$ cat src/rtl/sum_pkg.sv
// Shared constants for the sum-of-1-to-N controller/datapath pair:
// default sizing and the controller state encoding.
package sum_pkg;

    localparam int SUM_N_LIMIT = 100;
    localparam int SUM_CNT_W   = 7;
    localparam int SUM_SUM_W   = 13;

    typedef enum logic [1:0] {
        IDLE  = 2'b00,
        COUNT = 2'b01,
        DONE  = 2'b10
    } sum_state_e;

endpackage : sum_pkg

$ cat src/rtl/sum_acc.sv
// Accumulator for sum_datapath: SUM_W adder with carry detect and a sticky overflow flag.
// Build option SUM_DATAPATH_SATURATE_EN clamps the sum at all-ones on carry instead of wrapping.
module sum_acc
    import sum_pkg::*;
#(
    parameter int SUM_W = SUM_SUM_W,
    parameter int ADD_W = SUM_CNT_W
) (
    input  logic             clk,
    input  logic             rst,
    input  logic             clr,
    input  logic             en,
    input  logic [ADD_W-1:0] addend,
    output logic [SUM_W-1:0] sum,
    output logic             overflow
);

    logic [SUM_W-1:0] sum_d, sum_q;
    logic             overflow_d, overflow_q;
    logic [SUM_W:0]   add_full_s;

    // Next-state for the accumulator; clear beats enable.
    always_comb begin
        add_full_s = {1'b0, sum_q} + (SUM_W+1)'(addend);
        sum_d      = sum_q;
        overflow_d = overflow_q;
        if (clr) begin
            sum_d      = '0;
            overflow_d = 1'b0;
        end else if (en) begin
            if (add_full_s[SUM_W]) begin
`ifdef SUM_DATAPATH_SATURATE_EN
                sum_d = '1;
`else
                sum_d = add_full_s[SUM_W-1:0];
`endif
                overflow_d = 1'b1;
            end else begin
                sum_d = add_full_s[SUM_W-1:0];
            end
        end else begin
            sum_d      = sum_q;
            overflow_d = overflow_q;
        end
    end

    // Accumulator and sticky overflow registers.
    always_ff @(posedge clk) begin
        if (rst) begin
            sum_q      <= '0;
            overflow_q <= 1'b0;
        end else begin
            sum_q      <= sum_d;
            overflow_q <= overflow_d;
        end
    end

    assign sum      = sum_q;
    assign overflow = overflow_q;

endmodule : sum_acc

$ cat src/rtl/sum_datapath.sv
// Datapath of the sum-of-1-to-N engine: saturating counter, done compare and accumulator.
// Optional build macro: SUM_DATAPATH_SATURATE_EN (accumulator saturates instead of wrapping).
module sum_datapath
    import sum_pkg::*;
#(
    parameter int N_LIMIT = SUM_N_LIMIT,
    parameter int CNT_W   = SUM_CNT_W,
    parameter int SUM_W   = SUM_SUM_W
) (
    input  logic             clk,
    input  logic             rst,
    input  logic             ld_sum,
    input  logic             ld_counter,
    input  logic             en_sum,
    input  logic             en_counter,
    output logic             done,
    output logic [CNT_W-1:0] count,
    output logic [SUM_W-1:0] sum,
    output logic             overflow
);

    if ((N_LIMIT < 1) || (N_LIMIT >= (2 ** CNT_W))) begin : g_bad_limit
        $fatal(1, "sum_datapath: N_LIMIT must lie in 1 .. 2**CNT_W-1");
    end

    localparam logic [CNT_W-1:0] LIMIT_C = CNT_W'(N_LIMIT);

    logic [CNT_W-1:0] count_d, count_q;
    logic             done_s;

    assign done_s = (count_q == LIMIT_C);

    // Counter next-state: load beats increment, increment stops at the limit.
    always_comb begin
        count_d = count_q;
        if (ld_counter) begin
            count_d = CNT_W'(1);
        end else if (en_counter && !done_s) begin
            count_d = count_q + CNT_W'(1);
        end else begin
            count_d = count_q;
        end
    end

    // Counter register.
    always_ff @(posedge clk) begin
        if (rst) begin
            count_q <= CNT_W'(1);
        end else begin
            count_q <= count_d;
        end
    end

    sum_acc #(
        .SUM_W (SUM_W),
        .ADD_W (CNT_W)
    ) u_acc (
        .clk      (clk),
        .rst      (rst),
        .clr      (ld_sum),
        .en       (en_sum),
        .addend   (count_q),
        .sum      (sum),
        .overflow (overflow)
    );

    assign done  = done_s;
    assign count = count_q;

endmodule : sum_datapath

$ cat config.mk
export PLATFORM = sky130hd
export DESIGN_NAME = sum_datapath
export DESIGN_NICKNAME = d
export VERILOG_FILES = /design/src/rtl/sum_pkg.sv /design/src/rtl/sum_acc.sv /design/src/rtl/sum_datapath.sv
export SDC_FILE = /design/constraint.sdc
export NUM_CORES = 1
export LEC_CHECK = 0
export ABC_CLOCK_PERIOD_IN_PS = 2100
export CAP_MARGIN = 20
export CORE_MARGIN = 2
export CORE_UTILIZATION = 25
export DETAILED_ROUTE_END_ITERATION = 10
export GPL_TIMING_DRIVEN = 0
export PLACE_DENSITY = 0.55
export SLEW_MARGIN = 20
export SYNTH_ARGS = -nofsm -noshare
export SYNTH_HDL_FRONTEND = slang
export SYNTH_SLANG_ARGS = --single-unit
$ cat constraint.sdc
create_clock -name clk -period 2.1 [get_ports clk]
set_input_delay 0.42 -clock clk [delete_from_list [all_inputs] [get_ports clk]]
set_output_delay 0.42 -clock clk [all_outputs]
set_load 0.03 [all_outputs]
# Word-level counts from Yosys, hierarchy flattened
# Cells that the tools add are included.
# classes
addsub	2
eq_ne	1
n_reduce_logical	5
# ops
operator	n
$add 13x7->14	1
$add 7x1->7 const B	1
$eq 7x7->1 const B	1
$reduce_or 2->1	2
$reduce_and 2->1	1
$logic_and 1x1->1	1
$logic_not 1->1	1
# word_totals
register_bits	21
out_inout_bits	22
word_cells	11

# Logic depth before layout (Yosys ltp)
# Gate-level depths: netlist of the first run.
# depth
depth_word	3
ltp_mapped	7

# Cells and area by module
# From an unflattened synthesis of the first run, not the netlist that was laid out.
# hier_totals
cells_unflattened	139
area_unflattened_um2	1265.0
# modules_own_cells
mod	instances	cells_each	area_per_inst_um2	seq_area_each_um2
sum_acc	1	93	882.1	280.3
sum_datapath	1	46	382.9	140.1

# Least setup slack after synthesis of the first run
# Ideal clock, no wire load.
# synth_path
kind	reg-to-reg
startpoint	reg count_q[0] (netlist: count[0])
endpoint	reg u_acc.sum_q[10] (netlist: u_acc.sum[10])
arrival_time_ns	1.963
slack_ns	0.015
stages_incl_launch_ff	8
n_path_buf	0
period_less_slack_ns	2.085
cell_sequence	dfxtp_1 ha_1 fa_1 a211oi_2 nor2_2 o41ai_2 a21oi_1 mux2i_1
# synth_between
elab_chain_cells	1
# synth_lines
element	line_no	text
start: declaration	sum_datapath.sv:28	logic [CNT_W-1:0] count_d, count_q;
start signal: assignment	sum_datapath.sv:50	count_q <= count_d;
$add 13x7->14	sum_acc.sv:24	add_full_s = {1'b0, sum_q} + (SUM_W+1)'(addend);
end signal: assignment	sum_acc.sv:53	sum_q <= sum_d;
end: declaration	sum_acc.sv:18	logic [SUM_W-1:0] sum_d, sum_q;
# Every way passes these cells.
# A chain may end at the register's enable or synchronous reset.

# Final worst setup path of the first run
# layout_path
startpoint	reg count_q[0] (netlist: count[0])
endpoint	reg u_acc.sum_q[12] (netlist: u_acc.sum[12])
# Same word-level chain as after synthesis.

==> results by group, run 1 <==
Logic synthesis
  – Post-synthesis sequential area ratio: around a third
  – Ys flop type: dfxtp_1
  – Synth cell types: 38
  – Mapped Nets: roughly 150
  – Most area-consuming cells after synthesis: dfxtp_1 35%, ha_1 9.3%, xnor2_1 6.5%
  – Mapped Cells: 136
  – Biggest area consumer among synthesized cells: dfxtp_1
  – Post-synth EDFFs: 0
  – Synthesized flop and latch total: 21
  – Mapped Area: 1210 sq um
  – Mean area per synthesized cell: between 8 and 9 sq um
  – Yosys warns: 0
  – Yosys top cell area share: 34.6%
  – Async S/R FF share, synth: 0%

STA
  – Final period util: around 97%
  – Clock skew: 0.00660 ns
  – Min cycle time layout: between 2 and 2.5 ns
  – Setup violators final: 0
  – Max Fclk: between 0.4 and 0.5 GHz
  – Final Hold Violating Endpoints: 0
  – Worst rel slew slack: 64.5%
  – RSZ-0062 raised after global routing: yes
  – Pin slew with the least headroom to its limit: 0.533 ns
  – Fin. max-slew vios: 0

Setup path
  – Arrival time of the worst setup path: 2.21 ns
  – Req. time, crit path: 2.26 ns
  – Setup crit start kind: register
  – Crit path kind: register to register
  – Critical path fanouts, max: 4
  – CP endpoint kind: register

Floorplanning
  – Die X: 73.7 microns
  – Die H: between 70 and 80 microns
  – Ports: 28
  – Die area: 5430 sq um
  – Site Rows: 25
  – Core area: ~4700 sq um
  – Initial Utilization: 25.9%

Drt
  – Antenna viol nets, final: 0
  – Residual DRC: 0
  – Drt via density: around 4.7
  – Final wirelength: ~2800 microns
  – Vias: 1060
  – Iteration count of the initial detailed-routing pass: 4
  – Average wire per standard cell: ~13 microns
  – Initial DRC Count: 26

Power
  – Leak: roughly 0.62 nW
  – Clock share of power: between 30% and 40%
  – Sw Share: about 25%
  – Sw Pwr: 0.190 mW
  – Logic gate share of total power: 10.5%
  – Cell Pwr Density: 458 nW/um^2
  – IR drop worst, VDD: 0.221 mV
  – Pint: 0.574 mW
  – Flop pwr share: 53.6%

Clocking
  – Clock buffer depth: 2
  – Clock-pin slew on the worst setup and hold paths: about 0.080 ns
  – Post-CTS Hold Fix Bufs: 0
  – CTS root buf: clkbuf_8
  – H-Tree Depth: 1
  – Insertion delay to the later sink of the worst-skew pair: between 0.2 and 0.3 ns
  – CTS Buf Count: 3
  – CTS tree: built
  – Sink Count: 21

Global route
  – Vias in the first global route: approximately 970
  – Grt ovf: 0
  – Total track usage: 11.0%
  – Largest net degree at the start of global routing: 14
  – Initial antenna violation count: 0
  – First-pass GRT wire length: 4600 microns

Placed design
  – Port Buffers: 27
  – Routability cong.: 0.797
  – DP HPWL: just over 2000 microns
  – Placed insts: 217
  – Placed cell areas: 1550 sq um

Job
  – Max cap viols: 0

Cells and area
  – Commonest non-fill, non-tap cell in the layout: clkdlybuf4s50_1
  – FILL cells: 496
  – Ant. Diodes: 0
  – Final nets: 187
  – Post-route design area: 1670 sq um
  – Layout cells sized above 1: ~14%
  – Fin util: between 30% and 40%
  – Post-route insts no fill: 224
  – Area growth from synthesis to layout: 37.6%
  – Commonest non-fill, non-tap cells in the layout: 26 x clkdlybuf4s50_1, 20 x nor2_1, 19 x dfxtp_1

Status
  – Outcome: complete, no violations

Hold path
  – HP Class: register to register
repair_timing:
action,in CTS,in global routing
gates resized for setup,4,9
buffers inserted,0,3
pin swaps,1,7
hold endpoints to repair,0,0
endpoints found under the setup margin,4,3
cell usage after synthesis, types with 2 or more instances:
library cell and number:
xor2_1 2, nor3_1 4, a21o_1 2, mux2i_1 7, o21ai_0 2, nand2_1 8
ha_1 9, a21oi_1 8, dfxtp_1 21, a211oi_1 4, nor2_1 20, clkbuf_1 2
or2_2 2, inv_1 5, xnor2_1 9, or3_1 3, nand3_1 3, nand2b_1 2
nand4b_1 2, and3_1 3
per-layer routing:
metal / GRT usage [%] / up-vias / part of all wire (%)
li1: - / 557 / -
met5: 0 / - / 0
met3: 3.02 / 2 / 3.6
met4: 3.64 / 0 / 0.60
met1: 13.8 / 484 / 47
met2: 18.0 / 17 / 49
metrics by stage:
stage / total power [mW] / worst slack, ns / setup TNS [ns] / hold slack [ns]
floorplan: 0.463 / 0.0153 / 0 / 0.592
global placement: 0.494 / -0.0894 / -0.183 / 0.476
detailed placement: 0.495 / -0.0864 / -0.183 / 0.481
CTS: 0.781 / 0.0271 / 0 / 0.493
global route: 0.803 / -0.0172 / -0.0309 / 0.508
finish: 0.764 / 0.0529 / 0 / 0.489
layout make-up:
type                            count  area [sq um]  area share (%)
Buffer                              3          12.5           0.749
Clock buffer                        3          41.3            2.47
Clock inverter                      1          7.51           0.449
Inverter                            5          18.8            1.12
Multi-Input combinational cell    107           810            48.5
Sequential cell                    21           425            25.5
Tap cell                           54          67.6            4.04
Timing Repair Buffer               30           288            17.2
logic make-up after synthesis:
| logic type | after synthesis | synth area share, % |
|---|---|---|
| flip-flops | 21 | 34.6 |
| buffers and inverters | 8 | 2.58 |
| adder cells (fa/ha/maj) | 10 | 10.9 |
| XOR/XNOR | 11 | 7.94 |
| AO/OA/AOI/OAI | 30 | 19.0 |
| multiplexers | 7 | 5.77 |
| AND/OR/NAND/NOR | 49 | 19.2 |
final timing paths:
kind,start,slack (ns),endpoint,cells after the start
worst min register to register,u_acc.sum[10],0.49,u_acc.sum[10],2
worst min-delay path,u_acc.sum[10],0.49,u_acc.sum[10],2
worst max register to register,count[0],0.05,u_acc.sum[12],7
worst max-delay path,count[0],0.05,u_acc.sum[12],7
flip-flops by register name, summed over array words and instances (netlist names):
signal / flops
u_acc.sum: 13
u_acc.overflow: 1
count: 7
power groups by stage:
stage	logic, mW	registers [mW]	clock network (mW)
floorplan	0.0368	0.426	0
global placement	0.0752	0.419	0
detailed placement	0.0762	0.419	0
CTS	0.0777	0.409	0.294
global route	0.0876	0.410	0.305
finish	0.0804	0.409	0.275
worst max-delay path: stages (launching register included):
cell      delay [ns]
dfxtp_4         0.37
ha_4            0.16
fa_2            0.41
a211oi_4        0.32
nor2_4          0.10
o41ai_4         0.32
a21oi_1         0.13
mux2i_1         0.13
No activity file was read; power rests on OpenSTA's default activity.
==> inputs of run 2 (changes only) <==
- ABC_CLOCK_PERIOD_IN_PS: 2100 -> 2300
- PLACE_DENSITY: 0.55 -> 0.54
- clock period: 2.1 -> 2.3 ns (I/O delays scaled with it)
==> run 2 against run 1 <==
Against the previous run:
- sequential share of layout area is 0.50 points higher
- die area stayed put
- clock power is 8.0% lower
- largest cell class unchanged
- worst hold slack better by 0.0026 ns
- critical path depth stayed put
- highest routed layer unchanged
- setup slack better by 0.072 ns
- fmax is 5.9% lower
- critical path type unchanged
- count of clock-buffer cells in the layout stayed put
- power is 8.9% lower
- first-iteration DRC count is 23% higher
- critical endpoint is now u_acc.sum[10]
- flip-flop and latch count stayed put
==> results by group, run 2 (same netlist as run 1, synthesis figures left out) <==
STA
  – Fin. max-slew vios: 0 (unchanged)
  – Total negative setup slack: 0 ns (unchanged)
  – Clock skew: 0.00733 ns (+0.000732 ns)
  – RSZ-0062 raised after global routing: no
  – Setup violators final: 0 (unchanged)
  – Final period util: 94.6% (-2.9 points)
  – Min cycle time layout: 2.18 ns (+0.128 ns)
  – Final Hold Violating Endpoints: 0 (unchanged)
  – Worst rel slew slack: 64.9% (+0.42 points)
  – Final setup margin: 0.125 ns (+0.0720 ns)
  – Hold_ws: 0.491 ns (+0.00257 ns)
  – Max Fclk: 0.460 GHz (-5.9%)
  – Pin slew with the least headroom to its limit: 0.527 ns (-0.00632 ns)

Drt
  – Initial DRC Count: 32 (+23%)
  – Average wire per standard cell: 12.6 microns (-0.57%)
  – Vias: 1064 (+0.38%)
  – Drt via density: 4.81 (+1.7%)
  – Final wirelength: 2790 microns (-1.9%)
  – Residual DRC: 0 (unchanged)
  – Antenna viol nets, final: 0 (unchanged)
  – Iteration count of the initial detailed-routing pass: 4 (unchanged)

Cells and area
  – Commonest non-fill, non-tap cells in the layout: 26 x clkdlybuf4s50_1, 21 x dfxtp_1, 20 x nor2_1
  – FILL cells: 519 (+4.6%)
  – Commonest non-fill, non-tap cell in the layout: clkdlybuf4s50_1
  – Layout cells sized above 1: 8.98% (-4.5 points)
  – Ant. Diodes: 0 (unchanged)
  – Final nets: 184 (-1.6%)
  – Area growth from synthesis to layout: 33.4%
  – Post-route insts no fill: 221 (-1.3%)
  – Post-route design area: 1620 sq um (-3.1%)
  – Max FFs per register: 13 (unchanged)

Setup path
  – Req. time, crit path: 2.45 ns (+0.19 ns)
  – Reg-to-reg critical path endpoint: u_acc.sum[10]
  – CP Cell Sequence: ha_1 -> fa_1 -> a211oi_4 -> nor2_2 -> o41ai_2 -> a21oi_1 -> mux2i_1
  – Crit path kind: register to register
  – CP endpoint kind: register
  – CP top delay family: compound AO/OA/AOI/OAI gates
  – Critical path fanouts, max: 5 (+1)
  – Arrival time of the worst setup path: 2.33 ns (+0.12 ns)
  – Reg2Reg Depth: 7 (unchanged)
  – Setup crit start kind: register
  – R2R Setup Slk: 0.12 ns (+0.07 ns)
  – Launch point of the worst reg-to-reg path: count[0]
  – CP bufs+invs: 0 (unchanged)
  – Max incr delay on CP: 0.48 ns (+0.07 ns)
  – CP max stage cell: fa_1

Clocking
  – Post-CTS Hold Fix Bufs: 0 (unchanged)
  – CTS root buf: clkbuf_8
  – Sink Count: 21 (unchanged)
  – H-Tree Depth: 1 (unchanged)
  – CTS Buf Count: 3 (unchanged)
  – Clock buffer depth: 2 (unchanged)
  – CTS tree: built
  – Clock-pin slew on the worst setup and hold paths: 0.09 ns (about the same)
  – Insertion delay to the later sink of the worst-skew pair: 0.27 ns (about the same)

Power
  – IR drop worst, VDD: 0.257 mV (+16%)
  – Cell Pwr Density: 430 nW/um^2 (-6.0%)
  – Leak: 0.622 nW (-0.37%)

Hold path
  – Hold Path Sink: u_acc.sum[6]
  – HP Class: register to register
  – Hold_sp: u_acc.sum[6]
  – Worst Hold Path Cells: 2 (unchanged)

Placed design
  – Pre-CTS setup slack: 0.133 ns (+0.220 ns)
  – Port Buffers: 27 (unchanged)
  – Routability cong.: 0.807 (+1.3%)
  – Placed insts: 217 (unchanged)
  – DP HPWL: 2050 microns (-1.1%)
  – Placed cell areas: 1550 sq um (unchanged)

Floorplanning
  – Die X: 73.7 microns (unchanged)
  – Die area: 5430 sq um (unchanged)
  – Initial Utilization: 25.9% (unchanged)
  – Core area: 4690 sq um (unchanged)
  – Die H: 73.7 microns (unchanged)
  – Site Rows: 25 (unchanged)
  – Ports: 28 (unchanged)

Global route
  – Vias in the first global route: 985 (+1.4%)
  – Initial antenna violation count: 0 (unchanged)
  – Largest net degree at the start of global routing: 14 (unchanged)
  – First-pass GRT wire length: 4640 microns (+1.0%)
  – Total track usage: 10.8% (-0.13 points)
  – Grt ovf: 0 (unchanged)

Status
  – Outcome: complete, no violations

Job
  – Max cap viols: 0 (unchanged)
[run 2: timing repair]
action                                 CTS  global route
buffers inserted                         0             0
setup endpoints to repair                0             4
endpoints found under the hold margin    0             0
resized for setup                        0             3
[run 2: per-stage QoR]
| step | util (%) | power [mW] |
|---|---|---|
| final | 34.5 | 0.696 |
| after detailed placement | 33.1 | 0.451 |
| after floorplan | - | 0.423 |
| after CTS | 34.1 | 0.712 |
| after global routing | 34.5 | 0.730 |
| after global placement | 33.1 | 0.451 |
[run 2: metal layers]
metal  share of wire [%]  GRT usage (%)
met5                   0              0
met4                0.64           1.82
met3                 3.6           3.02
met2                  45           17.1
met1                  50           15.0
[run 2: power by group]
| part | internal, mW | total (mW) | switching [mW] |
|---|---|---|---|
| logic | 0.0316 | 0.0695 | 0.0379 |
| registers | 0.367 | 0.373 | 0.00596 |
| clock network | 0.122 | 0.253 | 0.131 |
[run 2: layout make-up]
class                      instances  area, sq um  share of cell area (%)
multi-input combinational        107          778                    48.1
sequential                        21          420                    26.0
timing repair buffer              27          273                    16.8
tap                               54         67.6                    4.17
clock buffer                       3         41.3                    2.55
inverter                           5         18.8                    1.16
buffer                             3         12.5                   0.773
clock inverter                     1         7.51                   0.464
[run 2: worst max path at each step]
stage	start	to	depth (start not counted)
6_report	count[0]	u_acc.sum[10]	7
5_1_grt	count[0]	u_acc.sum[12]	7
4_1_cts	count[1]	done	5
3_5_place_dp	count[0]	u_acc.sum[12]	7
3_3_place_gp	count[0]	u_acc.sum[12]	7
2_1_floorplan	count[0]	u_acc.sum[10]	7
[run 2: tightest hold or removal path, cell delays in order, from the launching register on]
cell     delay [ns]
dfxtp_1        0.33
nand2_1        0.07
a21oi_1        0.05
